**src/rtl/uart_mat_ctrl_pkg.sv**
```systemverilog
// Shared types and sizing helpers for the UART/matrix-multiplier frame controller.
package uart_mat_ctrl_pkg;

    typedef enum logic [2:0] {
        ST_IDLE     = 3'd0,
        ST_RX       = 3'd1,
        ST_MM_START = 3'd2,
        ST_MM_WAIT  = 3'd3,
        ST_TX_REQ   = 3'd4,
        ST_TX_ACK   = 3'd5
    } state_t;

    // Bytes in an input frame (A then B).
    function automatic int unsigned nb_in(input int unsigned n);
        return 2 * n * n;
    endfunction

    // Bytes in the result stream (C, LSB first per element).
    function automatic int unsigned nb_out(input int unsigned n, input int unsigned rw);
        return (n * n * rw) / 8;
    endfunction

endpackage

```
**src/rtl/uart_mat_ctrl_sync_edge.sv**
```systemverilog
// Two-flop synchroniser plus an edge register; edges are taken on the synchronised level.
module sync_edge (
    input  logic clk,
    input  logic rst,
    input  logic din,
    output logic level,
    output logic rise_c,
    output logic fall_c
);

    logic s1_q;
    logic s2_q;
    logic s3_q;

    always_ff @(posedge clk or posedge rst) begin
        if (rst) begin
            s1_q <= 1'b0;
            s2_q <= 1'b0;
            s3_q <= 1'b0;
        end else begin
            s1_q <= din;
            s2_q <= s1_q;
            s3_q <= s2_q;
        end
    end

    assign level  = s2_q;
    assign rise_c = s2_q & ~s3_q;
    assign fall_c = ~s2_q & s3_q;

endmodule

```
**src/rtl/uart_mat_ctrl.sv**
```systemverilog
// Collects A and B from the UART, starts the multiplier, then streams C back byte by byte.
module uart_mat_ctrl
    import uart_mat_ctrl_pkg::*;
#(
    parameter int unsigned N       = 2,
    parameter int unsigned RW      = 16,
    parameter int unsigned TIMEOUT = 1000000
) (
    input  logic              clk,
    input  logic              rst,
    input  logic              rx_status,
    input  logic [7:0]        rx_byte,
    output logic              tx_ready,
    output logic [7:0]        tx_byte,
    input  logic              tx_status,
    output logic              mm_start,
    input  logic              mm_done,
    output logic [N*N*8-1:0]  mat_a,
    output logic [N*N*8-1:0]  mat_b,
    input  logic [N*N*RW-1:0] mat_c,
    output logic              busy,
    output logic              err
);

    localparam int unsigned NN     = N * N;
    localparam int unsigned NB_IN  = nb_in(N);
    localparam int unsigned NB_OUT = nb_out(N, RW);
    localparam int unsigned RX_W   = $clog2(NB_IN);
    localparam int unsigned TX_W   = (NB_OUT > 1) ? $clog2(NB_OUT) : 1;
    localparam int unsigned TO_W   = $clog2(TIMEOUT + 1);

    state_t                       state_q, state_d;
    logic [RX_W-1:0]              rx_idx_q, rx_idx_d;
    logic [TX_W-1:0]              tx_idx_q, tx_idx_d;
    logic [TO_W-1:0]              to_cnt_q, to_cnt_d;
    logic [NB_IN-1:0][7:0]        op_q, op_d;
    logic [NB_OUT-1:0][7:0]       res_q, res_d;
    logic [7:0]                   tx_byte_d;
    logic                         err_d;

    logic rx_level, rx_rise, rx_fall;
    logic tx_level, tx_rise, tx_fall;

    sync_edge u_rx_sync (
        .clk    (clk),
        .rst    (rst),
        .din    (rx_status),
        .level  (rx_level),
        .rise_c (rx_rise),
        .fall_c (rx_fall)
    );

    sync_edge u_tx_sync (
        .clk    (clk),
        .rst    (rst),
        .din    (tx_status),
        .level  (tx_level),
        .rise_c (tx_rise),
        .fall_c (tx_fall)
    );

    logic unused_sync;
    assign unused_sync = rx_level ^ rx_rise ^ tx_rise ^ tx_fall;

    // Next-state and datapath; a captured byte beats a coincident timeout.
    always_comb begin
        state_d   = state_q;
        rx_idx_d  = rx_idx_q;
        tx_idx_d  = tx_idx_q;
        to_cnt_d  = to_cnt_q;
        op_d      = op_q;
        res_d     = res_q;
        err_d     = 1'b0;
        tx_byte_d = tx_byte;
        case (state_q)
            ST_IDLE: begin
                if (rx_fall) begin
                    op_d[0]  = rx_byte;
                    rx_idx_d = RX_W'(1);
                    to_cnt_d = '0;
                    state_d  = ST_RX;
                end
            end
            ST_RX: begin
                if (rx_fall) begin
                    op_d[rx_idx_q] = rx_byte;
                    to_cnt_d       = '0;
                    if (rx_idx_q == RX_W'(NB_IN - 1)) begin
                        rx_idx_d = '0;
                        state_d  = ST_MM_START;
                    end else begin
                        rx_idx_d = rx_idx_q + RX_W'(1);
                    end
                end else if (to_cnt_q == TO_W'(TIMEOUT - 1)) begin
                    err_d    = 1'b1;
                    rx_idx_d = '0;
                    to_cnt_d = '0;
                    state_d  = ST_IDLE;
                end else begin
                    to_cnt_d = to_cnt_q + TO_W'(1);
                end
            end
            ST_MM_START: state_d = ST_MM_WAIT;
            ST_MM_WAIT: begin
                if (mm_done) begin
                    res_d    = mat_c;
                    tx_idx_d = '0;
                    state_d  = ST_TX_REQ;
                end
            end
            ST_TX_REQ: begin
                if (tx_level) state_d = ST_TX_ACK;
            end
            ST_TX_ACK: begin
                if (!tx_level) begin
                    if (tx_idx_q == TX_W'(NB_OUT - 1)) begin
                        tx_idx_d = '0;
                        state_d  = ST_IDLE;
                    end else begin
                        tx_idx_d = tx_idx_q + TX_W'(1);
                        state_d  = ST_TX_REQ;
                    end
                end
            end
            default: state_d = ST_IDLE;
        endcase
        if (state_d == ST_TX_REQ) tx_byte_d = res_d[tx_idx_d];
    end

    // Outputs are registered from the next state so they line up with the state they describe.
    always_ff @(posedge clk or posedge rst) begin
        if (rst) begin
            state_q  <= ST_IDLE;
            rx_idx_q <= '0;
            tx_idx_q <= '0;
            to_cnt_q <= '0;
            op_q     <= '0;
            res_q    <= '0;
            tx_ready <= 1'b0;
            tx_byte  <= '0;
            mm_start <= 1'b0;
            busy     <= 1'b0;
            err      <= 1'b0;
        end else begin
            state_q  <= state_d;
            rx_idx_q <= rx_idx_d;
            tx_idx_q <= tx_idx_d;
            to_cnt_q <= to_cnt_d;
            op_q     <= op_d;
            res_q    <= res_d;
            tx_ready <= (state_d == ST_TX_REQ);
            tx_byte  <= tx_byte_d;
            mm_start <= (state_d == ST_MM_START);
            busy     <= (state_d != ST_IDLE);
            err      <= err_d;
        end
    end

    assign mat_a = op_q[NN-1:0];
    assign mat_b = op_q[NB_IN-1:NN];

endmodule
```
**config.mk**
```make
export PLATFORM = sky130hd
export DESIGN_NAME = uart_mat_ctrl
export DESIGN_NICKNAME = d
export VERILOG_FILES = /design/src/rtl/uart_mat_ctrl_pkg.sv /design/src/rtl/uart_mat_ctrl_sync_edge.sv /design/src/rtl/uart_mat_ctrl.sv
export SDC_FILE = /design/constraint.sdc
export NUM_CORES = 1
export LEC_CHECK = 0
export CAP_MARGIN = 20
export CORE_MARGIN = 1.5
export CORE_UTILIZATION = 24
export CTS_CLUSTER_DIAMETER = 80
export DETAILED_ROUTE_END_ITERATION = 10
export SYNTH_ARGS = -nofsm -noshare
export SYNTH_HDL_FRONTEND = slang
export SYNTH_SLANG_ARGS = --single-unit
export TNS_END_PERCENT = 1
```
**constraint.sdc**
```tcl
create_clock -name clk -period 6.6 [get_ports clk]
set_input_delay 1.32 -clock clk [delete_from_list [all_inputs] [get_ports clk]]
set_output_delay 1.32 -clock clk [all_outputs]
set_load 0.1 [all_outputs]
```
==> reports/metrics.cfg <==
[place]
port_buffers=152
place_ws_ps=1670
placed_area_um2=9640
dp.cells=1115
routabilityCongestion=0.781
hpwlAfterDp_um=14000

[job]
drv_cap=0

[worst_setup_path]
cp_data_arrival_time_ps=3740
end_kind=register
crit_path_max_fanout=31
worstSetupPathType=primary input to register
startpoint_type=primary input
required_ps=6910

[clock_network]
clkTransAtPathRegs_ps=70
clockBufferDepth=2
clk_latency_ps=440
cts_tree=yes
clock_sinks=174
cts_max_level=4
cts_inserted_buffers=17
postCtsSetupBuffers=0
clockRootBuffer=clkbuf_16
ctsHoldBuffers=0
ctsResizeCount=0

[yosys]
synth_ff_type=dfrtp_1
syn_area_per_cell_um2=13.1
yosysWarnings=0
syn_inst=588
seq_area_frac_synth_pct=56.5
synth_top_area_share_pct=56.5
synth-edff-count=0
yosysMostFrequentCell=dfrtp_1
ys_ff_latch=174
synth.top_cells.by_count=dfrtp_1 (174), mux2_2 (119), a21o_1 (32), o2111ai_1 (32), o21ai_0 (31)
synth_nets=670
synth.distinct_cells=51
netlist_area_um2=7700
synthArstFlopShare_pct=100
synth_area_leaders=dfrtp_1 (57%), mux2_2 (17%), o2111ai_1 (3.6%), a21o_1 (3.1%), o21ai_0 (2.0%)
synth.largest_area_cell=dfrtp_1

[cells_and_area]
finalInstanceArea_um2=10300
final_cell_count_no_fill=1150
fin_nets=816
final_layout_size_suffix_gt1_share_pct=24.6
syn_to_final_growth_pct=34.0

[sta]
setup_viol=0
timing.slew.headroom_pct=29.3
finClkSkew_ps=20.6
period_minus_slack_ps=3430
period_share_pct=51.9
slew_violations=0
tns_ps=0
worst_pin_slew_ps=1060
rsz0062_at_grt=no
finalWorstSetupSlack_ps=3170
fmax_mhz=292
hold_violations=0

[pwr]
static-leakage-power_uw=0.00471
total_power_uw=5560
peakVddDrop_uv=441
power_density_nw_per_um2=539

[global_routing]
grt_max_degree=75
grt_first_pass_wirelength_um=32200
gr-total-overflow=0
antenna_found_initial=1
grt_use_total_pct=12.6
grt_pass1_vias=5360

[min_path]
holdCritPathClass=register to register

[die]
rows=65
dieWidth_um=182
start_util_pct=24.4
core_um2=31600
die_h_um=182
design.portCount=153
fp.dieArea_um2=33200

[route]
ant_nets=0
drt_pass1_iterations=5
drtIter0Drc=361
wl_um=20700
post_drt_wl_per_cell_um=18.0
vias=5301
drc=0
vias_per_cell=4.61

[outcome]
outcome=complete, no violations

-- through the flow --
step	util, %	hold WS, ps
after floorplan	-	331
after global placement	30.5	340
after detailed placement	30.6	344
after CTS	32.6	367
after global routing	32.7	372
final	32.7	362
-- report_power, final --
part / switching, µW / internal (µW) / total [µW]
combinational: 2050 / 862 / 2910
clock: 497 / 560 / 1060
sequential: 179 / 1410 / 1590
total: 2730 / 2840 / 5560
-- critical path: stages --
cell and delay [ps]:
clkdlybuf4s50_1 500, and3b_1 220, or3b_1 470, buf_8 240
nand2_1 160, buf_16 220, o2111ai_1 200, nand4_1 120
mux2_2 270
-- cells by family (layout without fill, tap and decap cells) --
logic type / after synthesis / after routing / share of synthesized area, %
compound gates: 128 / 128 / 12.0
xor+xnor: 1 / 1 / 0.114
fa+ha+maj: 5 / 5 / 0.812
buf+inv: 48 / 207 / 2.91
flops: 174 / 174 / 56.5
mux: 136 / 136 / 20.2
other cells: 0 / 1 / 0
simple gates: 96 / 96 / 7.39
-- area by class of cell --
cell class / instances / area (µm²)
fillers: 3149 / 21200
multi-input cells: 366 / 3140
clock inverters: 14 / 194
inverters: 11 / 46.3
flip-flops and latches: 174 / 4350
well taps: 402 / 503
repair buffers: 164 / 1640
diodes: 1 / 2.50
clock buffers: 18 / 439
-- final timing paths --
kind                       slack (ps)  depth (start not counted)         endpoint            from
setup / recovery                 3170                          9       tx_byte[7]         mm_done
hold / removal                    360                          0  u_rx_sync.level  u_rx_sync.s1_q
setup reg to reg                 3960                          7       tx_byte[1]      state_q[0]
hold reg to reg                   360                          0  u_rx_sync.level  u_rx_sync.s1_q
max in group asynchronous        3980                          3        res_q[31]             rst
min in group asynchronous        1380                          2        res_q[25]             rst
-- registers in the layout, summed over array words and instances, names as in the netlist --
| register | cells |
|---|---|
| u_rx_sync.s1_q | 1 |
| busy | 1 |
| state_q | 3 |
| tx_byte | 8 |
| to_cnt_q | 20 |
| mm_start | 1 |
| u_rx_sync.s3_q | 1 |
| res_q | 64 |
| mat_b | 32 |
| tx_idx_q | 3 |
| u_rx_sync.level | 1 |
| err | 1 |
| u_tx_sync.level | 1 |
| u_tx_sync.s1_q | 1 |
| mat_a | 32 |
| rx_idx_q | 3 |
| tx_ready | 1 |
-- placed cells by master (no fill, tap or decap), types with 4 or more instances in the layout --
cell and instances:
nand4_1 18, mux2_2 119, ha_1 5, and2_1 4, buf_4 9, nand3_1 9
a31oi_1 6, clkinv_8 6, nand2_1 19, clkdlybuf4s50_1 152, o21ai_0 31, a21oi_1 8
mux2_4 7, o2111ai_1 32, mux2_1 10, a21o_1 32, and4_1 5, nor2_1 9
inv_6 5, and3_1 4, clkbuf_16 17, dfrtp_1 174, inv_1 8
-- per-layer routing --
layer / up-vias / global-route usage (%) / routed length [µm]
li1: 2503 / - / -
met1: 2609 / 17.0 / 9620
met4: 0 / 3.04 / 249
met2: 170 / 19.2 / 9230
met5: - / 0 / 0
met3: 19 / 4.35 / 1550
Power figures use the tool's default switching activity.
